### config.mk
export PLATFORM = sky130hd
export DESIGN_NAME = bus_arbiter_flat
export DESIGN_NICKNAME = d
export VERILOG_FILES = /design/src/rtl/bus_arbiter_if.sv /design/src/rtl/bus_arbiter.sv /design/src/flat_wrapper.sv
export SDC_FILE = /design/constraint.sdc
export NUM_CORES = 1
export LEC_CHECK = 0
export CAP_MARGIN = 0
export CORE_ASPECT_RATIO = 1.1
export CORE_MARGIN = 4
export CORE_UTILIZATION = 43
export CTS_BUF_LIST = sky130_fd_sc_hd__clkbuf_8
export DETAILED_ROUTE_END_ITERATION = 7
export PLACE_DENSITY_LB_ADDON = 0.3
export SYNTH_ARGS = -nofsm -noshare
export SYNTH_HDL_FRONTEND = slang
export SYNTH_SLANG_ARGS = --single-unit
### constraint.sdc
create_clock -name clk -period 4 [get_ports clk]
set_input_delay 0.8 -clock clk [delete_from_list [all_inputs] [get_ports clk]]
set_output_delay 0.8 -clock clk [all_outputs]
set_load 0.05 [all_outputs]
### src/rtl/bus_arbiter_if.sv
// rtl/bus_arbiter_if.sv - two-master / one-slave bus bundle for bus_arbiter.
// The slave modport is the arbiter's view; master is the view of the agents around it.
interface bus_arbiter_if;
    logic        m0_req;
    logic        m0_we;
    logic [31:0] m0_addr;
    logic [31:0] m0_wdata;
    logic [3:0]  m0_byteen;
    logic        m0_ack;
    logic        m0_err;
    logic [31:0] m0_rdata;

    logic        m1_req;
    logic        m1_we;
    logic [31:0] m1_addr;
    logic [31:0] m1_wdata;
    logic [3:0]  m1_byteen;
    logic        m1_ack;
    logic        m1_err;
    logic [31:0] m1_rdata;

    logic        s_valid;
    logic        s_we;
    logic [31:0] s_addr;
    logic [31:0] s_wdata;
    logic [3:0]  s_byteen;
    logic        s_ready;
    logic [31:0] s_rdata;

    modport slave (
        input  m0_req, m0_we, m0_addr, m0_wdata, m0_byteen,
        output m0_ack, m0_err, m0_rdata,
        input  m1_req, m1_we, m1_addr, m1_wdata, m1_byteen,
        output m1_ack, m1_err, m1_rdata,
        output s_valid, s_we, s_addr, s_wdata, s_byteen,
        input  s_ready, s_rdata
    );

    modport master (
        output m0_req, m0_we, m0_addr, m0_wdata, m0_byteen,
        input  m0_ack, m0_err, m0_rdata,
        output m1_req, m1_we, m1_addr, m1_wdata, m1_byteen,
        input  m1_ack, m1_err, m1_rdata,
        input  s_valid, s_we, s_addr, s_wdata, s_byteen,
        output s_ready, s_rdata
    );
endinterface

### src/rtl/bus_arbiter.sv
// rtl/bus_arbiter.sv - two-master arbiter onto a single slave port with
// starvation guard for m1, address decode and access timeout.
module bus_arbiter #(
    parameter int STARVE_MAX = 4,
    parameter int TIMEOUT    = 15
) (
    input  logic           clk,
    input  logic           reset,
    bus_arbiter_if.slave   bus,
    output logic           busy
);

    localparam logic [1:0] IDLE   = 2'd0;
    localparam logic [1:0] ACCESS = 2'd1;
    localparam logic [1:0] RESP   = 2'd2;

    localparam int TW = (TIMEOUT < 2) ? 1 : $clog2(TIMEOUT + 1);

    logic [1:0]    state;
    logic          owner;
    logic [2:0]    starve_cnt;
    logic [TW-1:0] acc_cnt;

    logic          lat_we;
    logic [31:0]   lat_addr;
    logic [31:0]   lat_wdata;
    logic [3:0]    lat_byteen;

    logic [31:0]   resp_rdata;
    logic          resp_err;

    logic          any_req;
    logic          grant_m1;
    logic          sel_we;
    logic [31:0]   sel_addr;
    logic [31:0]   sel_wdata;
    logic [3:0]    sel_byteen;
    logic          sel_legal;
    logic          timeout_hit;

    function automatic logic addr_legal(input logic [31:0] a);
        logic ok;
        ok = 1'b0;
        if (a <= 32'h0000_2FFF)
            ok = 1'b1;
        else if (a >= 32'h0000_7F00 && a <= 32'h0000_7F0B)
            ok = 1'b1;
        else if (a >= 32'h0000_7F10 && a <= 32'h0000_7F1B)
            ok = 1'b1;
        else if (a >= 32'h0000_7F20 && a <= 32'h0000_7F23)
            ok = 1'b1;
        return ok;
    endfunction

    // m0 has priority unless m1 has already been passed over STARVE_MAX times.
    always_comb begin
        any_req  = bus.m0_req | bus.m1_req;
        grant_m1 = bus.m1_req & (~bus.m0_req | (starve_cnt == 3'(STARVE_MAX)));
    end

    always_comb begin
        sel_we     = bus.m0_we;
        sel_addr   = bus.m0_addr;
        sel_wdata  = bus.m0_wdata;
        sel_byteen = bus.m0_byteen;
        if (grant_m1) begin
            sel_we     = bus.m1_we;
            sel_addr   = bus.m1_addr;
            sel_wdata  = bus.m1_wdata;
            sel_byteen = bus.m1_byteen;
        end
    end

    assign sel_legal   = addr_legal(sel_addr);
    assign timeout_hit = (acc_cnt == TW'(TIMEOUT - 1));

    always_ff @(posedge clk or negedge reset) begin
        if (!reset) begin
            state      <= IDLE;
            owner      <= 1'b0;
            starve_cnt <= 3'd0;
            acc_cnt    <= '0;
            lat_we     <= 1'b0;
            lat_addr   <= 32'd0;
            lat_wdata  <= 32'd0;
            lat_byteen <= 4'd0;
            resp_rdata <= 32'd0;
            resp_err   <= 1'b0;
        end else begin
            case (state)
                IDLE: begin
                    if (any_req) begin
                        owner      <= grant_m1;
                        lat_we     <= sel_we;
                        lat_addr   <= sel_addr;
                        lat_wdata  <= sel_wdata;
                        lat_byteen <= sel_byteen;
                        acc_cnt    <= '0;
                        if (grant_m1 || !bus.m1_req)
                            starve_cnt <= 3'd0;
                        else if (starve_cnt != 3'(STARVE_MAX))
                            starve_cnt <= starve_cnt + 3'd1;
                        if (sel_legal) begin
                            state <= ACCESS;
                        end else begin
                            state      <= RESP;
                            resp_rdata <= 32'd0;
                            resp_err   <= 1'b1;
                        end
                    end
                end
                ACCESS: begin
                    // A completion in the timeout cycle still counts as a normal one.
                    if (bus.s_ready) begin
                        state      <= RESP;
                        resp_rdata <= lat_we ? 32'd0 : bus.s_rdata;
                        resp_err   <= 1'b0;
                    end else begin
                        acc_cnt <= acc_cnt + TW'(1);
                        if (timeout_hit) begin
                            state      <= RESP;
                            resp_rdata <= 32'd0;
                            resp_err   <= 1'b1;
                        end
                    end
                end
                RESP: begin
                    state <= IDLE;
                end
                default: begin
                    state <= IDLE;
                end
            endcase
        end
    end

    always_comb begin
        busy         = (state != IDLE);
        bus.s_valid  = (state == ACCESS);
        bus.s_we     = lat_we;
        bus.s_addr   = lat_addr;
        bus.s_wdata  = lat_wdata;
        bus.s_byteen = ((state == ACCESS) && lat_we) ? lat_byteen : 4'd0;
        bus.m0_ack   = (state == RESP) && !owner;
        bus.m1_ack   = (state == RESP) && owner;
        bus.m0_rdata = resp_rdata;
        bus.m1_rdata = resp_rdata;
        bus.m0_err   = resp_err;
        bus.m1_err   = resp_err;
    end

endmodule

### src/flat_wrapper.sv
// flat-port wrapper written by rule: the top's interface ports become plain ports
module bus_arbiter_flat 
#(
    parameter int STARVE_MAX = 4,
    parameter int TIMEOUT    = 15
)
  (clk, reset, busy, bus_m0_req, bus_m0_we, bus_m0_addr, bus_m0_wdata, bus_m0_byteen, bus_m0_ack, bus_m0_err, bus_m0_rdata, bus_m1_req, bus_m1_we, bus_m1_addr, bus_m1_wdata, bus_m1_byteen, bus_m1_ack, bus_m1_err, bus_m1_rdata, bus_s_valid, bus_s_we, bus_s_addr, bus_s_wdata, bus_s_byteen, bus_s_ready, bus_s_rdata);
  bus_arbiter_if bus_i ();
  input  logic clk;
  input  logic reset;
  output logic busy;
  input wire logic [$bits(bus_i.m0_req)-1:0] bus_m0_req;
  input wire logic [$bits(bus_i.m0_we)-1:0] bus_m0_we;
  input wire logic [$bits(bus_i.m0_addr)-1:0] bus_m0_addr;
  input wire logic [$bits(bus_i.m0_wdata)-1:0] bus_m0_wdata;
  input wire logic [$bits(bus_i.m0_byteen)-1:0] bus_m0_byteen;
  output wire logic [$bits(bus_i.m0_ack)-1:0] bus_m0_ack;
  output wire logic [$bits(bus_i.m0_err)-1:0] bus_m0_err;
  output wire logic [$bits(bus_i.m0_rdata)-1:0] bus_m0_rdata;
  input wire logic [$bits(bus_i.m1_req)-1:0] bus_m1_req;
  input wire logic [$bits(bus_i.m1_we)-1:0] bus_m1_we;
  input wire logic [$bits(bus_i.m1_addr)-1:0] bus_m1_addr;
  input wire logic [$bits(bus_i.m1_wdata)-1:0] bus_m1_wdata;
  input wire logic [$bits(bus_i.m1_byteen)-1:0] bus_m1_byteen;
  output wire logic [$bits(bus_i.m1_ack)-1:0] bus_m1_ack;
  output wire logic [$bits(bus_i.m1_err)-1:0] bus_m1_err;
  output wire logic [$bits(bus_i.m1_rdata)-1:0] bus_m1_rdata;
  output wire logic [$bits(bus_i.s_valid)-1:0] bus_s_valid;
  output wire logic [$bits(bus_i.s_we)-1:0] bus_s_we;
  output wire logic [$bits(bus_i.s_addr)-1:0] bus_s_addr;
  output wire logic [$bits(bus_i.s_wdata)-1:0] bus_s_wdata;
  output wire logic [$bits(bus_i.s_byteen)-1:0] bus_s_byteen;
  input wire logic [$bits(bus_i.s_ready)-1:0] bus_s_ready;
  input wire logic [$bits(bus_i.s_rdata)-1:0] bus_s_rdata;
  assign bus_i.m0_req = bus_m0_req;
  assign bus_i.m0_we = bus_m0_we;
  assign bus_i.m0_addr = bus_m0_addr;
  assign bus_i.m0_wdata = bus_m0_wdata;
  assign bus_i.m0_byteen = bus_m0_byteen;
  assign bus_m0_ack = bus_i.m0_ack;
  assign bus_m0_err = bus_i.m0_err;
  assign bus_m0_rdata = bus_i.m0_rdata;
  assign bus_i.m1_req = bus_m1_req;
  assign bus_i.m1_we = bus_m1_we;
  assign bus_i.m1_addr = bus_m1_addr;
  assign bus_i.m1_wdata = bus_m1_wdata;
  assign bus_i.m1_byteen = bus_m1_byteen;
  assign bus_m1_ack = bus_i.m1_ack;
  assign bus_m1_err = bus_i.m1_err;
  assign bus_m1_rdata = bus_i.m1_rdata;
  assign bus_s_valid = bus_i.s_valid;
  assign bus_s_we = bus_i.s_we;
  assign bus_s_addr = bus_i.s_addr;
  assign bus_s_wdata = bus_i.s_wdata;
  assign bus_s_byteen = bus_i.s_byteen;
  assign bus_i.s_ready = bus_s_ready;
  assign bus_i.s_rdata = bus_s_rdata;
  bus_arbiter #(.STARVE_MAX(STARVE_MAX), .TIMEOUT(TIMEOUT)) u_core (.clk(clk), .reset(reset), .bus(bus_i), .busy(busy));
endmodule
## After elaboration in Yosys (flattened, before gate mapping)

Index checks and enable logic that the tools add are counted.

| word-level totals | value |
|---|---|
| register bits | 112 |
| logic and storage cells | 80 |
| input bits | 175 |

| operators by class | value |
|---|---|
| order comparisons | 7 |
| bitwise logic cells | 4 |
| muxes and demuxes | 30 |
| $add $sub $neg | 2 |
| equal/unequal tests | 9 |
| reduce and logical (&&, ||, !) cells | 18 |

Operator list:

| operator | number |
|---|---|
| $mux W32 | 7 |
| $ge A32 B15 Y1 const B | 3 |
| $le A32 B15 Y1 const B | 3 |
| $pmux W32 S2 | 1 |
| $le A32 B14 Y1 const B | 1 |
| $mux W4 | 4 |
| $mux W1 | 9 |
| $mux W2 | 4 |
| $pmux W4 S2 | 1 |
| $logic_and A1 B1 Y1 | 6 |
| $mux W3 | 2 |
| $reduce_and A3 Y1 | 2 |
| $reduce_bool A2 Y1 | 3 |
| $add A4 B1 Y4 const B | 1 |
| $eq A4 B4 Y1 const B | 1 |
| $ne A2 B2 Y1 const B | 2 |
| $pmux W2 S2 | 1 |
| $reduce_and A2 Y1 | 2 |
| $reduce_and A4 Y1 | 1 |
| $add A3 B1 Y3 const B | 1 |
| $eq A3 B3 Y1 const B | 1 |
| $ne A3 B1 Y1 const B | 1 |
| $ne A3 B3 Y1 const B | 1 |
| $eq A2 B1 Y1 const B | 1 |
| other kinds (9) | 11 |

## Depth between registers and ports, before layout

| depth | value |
|---|---|
| word-level depth | 13 |
| depth in mapped cells | 10 |
| gate-level depth less buffers | 7 |

## Worst setup path before layout

No wires, ideal clock.

| path | value |
|---|---|
| kind | register to output |
| start | register u_core.state[1] |
| end | output port bus_m0_ack |
| cell stages (with the launch flop) | 2 |
| path buffers | 0 |
| data required time | 3.200 ns |
| data arrival time | 1.579 ns |
| setup slack | 1.621 ns |
| cells stage by stage | dfrtp_1 -> nor3b_1 |

| on the way | value |
|---|---|
| longest elaborated chain between the ends | 2 |

RTL lines:

| element | line | source |
|---|---|---|
| start, declared | bus_arbiter.sv:19 | `logic [1:0] state;` |
| start signal, assigned | bus_arbiter.sv:79 | `state <= IDLE;` |
| start signal, assigned | bus_arbiter.sv:104 | `state <= ACCESS;` |
| start signal, assigned | bus_arbiter.sv:106 | `state <= RESP;` |
| $eq A2 B2 Y1 | bus_arbiter.sv:144 | `bus.m0_ack = (state == RESP) && !owner;` |
| $logic_and A1 B1 Y1 | bus_arbiter.sv:144 |  |
| end, declared | flat_wrapper.sv:17 | `output wire logic [$bits(bus_i.m0_ack)-1:0] bus_m0_ack;` |

No other way between the ends.

## Worst setup path in the final report

| path | value |
|---|---|
| start | register u_core.state[1] |
| end | output port bus_s_byteen[1] |

| on the way | value |
|---|---|
| longest elaborated chain between the ends | 3 |

RTL lines:

| element | line | source |
|---|---|---|
| $eq A2 B1 Y1 | bus_arbiter.sv:143 | `bus.s_byteen = ((state == ACCESS) && lat_we) ? lat_byteen : 4'd0;` |
| $logic_and A1 B1 Y1 | bus_arbiter.sv:143 |  |
| $mux W4 | bus_arbiter.sv:143 |  |
| end, declared | flat_wrapper.sv:32 | `output wire logic [$bits(bus_i.s_byteen)-1:0] bus_s_byteen;` |

No other way between the ends.

==> flow_metrics.env <==
export IMPL_htreeDepth=3
export IMPL_die_y_um=129
export IMPL_die_area_um2=15200
export IMPL_cts_tree="done"
export IMPL_timing_fmax_mhz=327
export IMPL_hold_slack_ns=0.484
export IMPL_cts_buffer_depth=2
export IMPL_syn_area_per_cell_um2=9.84
export IMPL_synth_top_area_share_pct=49.0
export IMPL_drt_iter0_markers=441
export IMPL_rsz0062_at_grt="false"
export IMPL_antenna_left=0
export IMPL_powerDensity_nw_per_um2=383
export IMPL_drive_gt1_share_pct=3.91
export IMPL_diodes=0
export IMPL_clk_pin_slew_worst_paths_ns=0.10
export IMPL_fin_nets=1019
export IMPL_clkLatencyLatePin_ns=0.38
export IMPL_r2r_slack_ns=1.66
export IMPL_p_leak_nw=3.84
export IMPL_synth_warnings=0
export IMPL_period_needed_ns=3.06
export IMPL_netlist_area_um2=5720
export IMPL_numCtsBuffers=9
export IMPL_hpwl_mm=14.8
export IMPL_cts_root_buf="clkbuf_8"
export IMPL_drtPass1Iterations=6
export IMPL_via_per_inst=5.43
export IMPL_vias=5439
export IMPL_hold_viol=0
export IMPL_finalCritPeriodShare_pct=76.4
export IMPL_cts_sinks=112
export IMPL_drc=0
export IMPL_gp_congestion=0.919
export IMPL_critPathBufInv=2
export IMPL_seq_area_frac_synth_pct=49.0
export IMPL_ios=314
export IMPL_p_seq_share_pct=40.2
export IMPL_internal_power_w=0.00212
export IMPL_max_slew_margin_pct=40.3
export IMPL_worstSetupEndpointType="primary output"
export IMPL_setup_viol=0
export IMPL_synthTopCellsByCount="dfrtp_1 (112), nand2_1 (81), o21ai_0 (80)"
export IMPL_syn2layout_area_growth_pct=55.4
export IMPL_rows=43
export IMPL_post_cts_buffers=0
export IMPL_tightest_slew_ns=0.895
export IMPL_syn_num_nets=760
export IMPL_synthTopCellsByArea="dfrtp_1 (49%), mux2i_1 (12%), o21ai_0 (7.0%)"
export IMPL_cap_violations=0
export IMPL_switching_share_pct=37.7
export IMPL_die_x_um=118
export IMPL_path_max_fanout=8
export IMPL_wl_per_cell_um=18.9
export IMPL_antenna_found_initial=0
export IMPL_finClkSkew_ns=0.00878
export IMPL_hold_class="flip-flop to flip-flop"
export IMPL_grt_overflow=0
export IMPL_crit_path_start_kind="flip-flop"
export IMPL_synth_ff_type="dfrtp_1"
export IMPL_start_util_pct=44.7
export IMPL_cts_hold_buf=0
export IMPL_synth_most_common_cell="dfrtp_1"
export IMPL_ir_drop_mv=0.190
export IMPL_routed_wirelength_mm=19.0
export IMPL_synth_edf_count=0
export IMPL_ys_ff_latch=112
export IMPL_clkPwrFrac_pct=21.9
export IMPL_setup_ws_ns=0.944
export IMPL_path_cells="nand2b_1 > inv_2 > and3_1 > clkdlybuf4s50_1"
export IMPL_critPathKind="flip-flop to primary output"
export IMPL_synth_top_area_cell="dfrtp_1"
export IMPL_synth_cells=581
export IMPL_core_um2=12800
export IMPL_port_buffers=313
export IMPL_crit_slowest_cell="clkdlybuf4s50_1"
export IMPL_combPwrFrac_pct=37.8
export IMPL_grt_start_max_net_pins=143
export IMPL_grt_pass1_wl_mm=29.3
export IMPL_cts_resized=0
export IMPL_worst_path_dominant_cell_family="buffers and inverters"
export IMPL_p_switching_w=0.00128
export IMPL_critPathArrivalTime_ns=2.26
export IMPL_grt_usage_pct=24.4
export IMPL_yosysUniqueCellTypes=41
export IMPL_outcome="finished clean"
export IMPL_pre_cts_ws_ns=0.870
export IMPL_cpPeakStageDelay_ns=0.82
export IMPL_postLayoutCoreUtil_pct=69.4
export IMPL_synthArstFlopShare_pct=100
export IMPL_required_ns=3.20
export IMPL_finalSetupTns_ns=0
export IMPL_drv_slew=0
export IMPL_grt_pass1_vias=5480
-- logic make-up after synthesis --
kind of cell	share of synthesized area, %
DFF	49.0
and+or+nand+nor	12.1
adders and majority gates	0.875
xor gates and xnor gates	0.306
AOI/OAI and AO/OA	16.5
muxes	12.3
buffers and inverters	8.80
-- final timing paths --
kind,startpoint,to,cells past startpoint
worst max-delay path,u_core.state[1],bus_s_byteen[1],4
worst min-delay path,u_core.bus.s_addr[16],u_core.bus.s_addr[16],2
worst max register to register,u_core.starve_cnt[0],u_core.lat_byteen[3],7
worst min register to register,u_core.bus.s_addr[16],u_core.bus.s_addr[16],2
max in group asynchronous,reset,u_core.bus.m0_rdata[5],2
min in group asynchronous,reset,u_core.bus.m0_rdata[19],1
-- cell type report --
cell class | count | area, um^2
Tap cell | 157 | 196
Clock inverter | 5 | 81.3
Clock buffer | 10 | 138
Fill cell | 1008 | 3920
Sequential cell | 112 | 2800
Timing Repair Buffer | 322 | 3210
Multi-Input combinational cell | 389 | 2430
Inverter | 6 | 22.5
-- power by group through the flow --
| stage | clock [W] | sequential (W) | combinational, W |
|---|---|---|---|
| after floorplan | 0 | 0.00184 | 0.000247 |
| final | 0.000745 | 0.00137 | 0.00129 |
| after CTS | 0.000759 | 0.00137 | 0.00130 |
| after global placement | 0 | 0.00138 | 0.00128 |
| after detailed placement | 0 | 0.00139 | 0.00129 |
| after global routing | 0.000807 | 0.00139 | 0.00136 |
-- placed cells by master (no fill, tap or decap), types with 2 or more instances in the layout --
master           synthesis  layout
a211o_1                  2       2
a21oi_1                  3       3
a22oi_1                 32      32
and3_1                   7       7
buf_4                   33       9
bufinv_16                0       2
clkbuf_8                 0      10
clkdlybuf4s50_1          0     312
dfrtp_1                112     112
ha_1                     4       4
inv_1                    5       5
mux2i_1                 69      69
nand2_1                 81      81
nand2b_1                 3       2
nand3_1                 33      33
nand4_1                  5       5
nor2_1                   5       4
nor3_1                   5       5
nor4_1                   9       9
o21a_1                   2       2
o21ai_0                 80      80
o21ai_1                 31      30
xor2_1                   2       2
-- sequential cells by signal, indices dropped and copies added, names as in the netlist --
signal,count
u_core.owner,1
u_core.bus.s_we,1
u_core.acc_cnt,4
u_core.state,2
u_core.bus.m0_rdata,32
u_core.lat_byteen,4
u_core.bus.m0_err,1
u_core.bus.s_wdata,32
u_core.starve_cnt,3
u_core.bus.s_addr,32
-- layer usage --
| metal | vias up | wire (um) | track usage, % |
|---|---|---|---|
| met1 | 2592 | 7040 | 27.8 |
| met5 | - | 0 | 0 |
| met3 | 20 | 1690 | 7.74 |
| li1 | 2557 | - | - |
| met2 | 270 | 9960 | 44.8 |
| met4 | 0 | 275 | 6.00 |
-- worst min-delay path, cell delays in order, from the launching register on --
cell and delay, ns:
dfrtp_1 0.35, nand2_1 0.04, o21ai_0 0.06
-- per-stage QoR --
stage	power, W	area, um^2	instances
2_1_floorplan	0.00209	5720	581
3_3_place_gp	0.00266	8670	986
3_5_place_dp	0.00268	8670	986
4_1_cts	0.00342	8880	1001
5_1_grt	0.00355	8880	1001
6_report	0.00340	8880	1001
(Power assumes the default switching activity.)
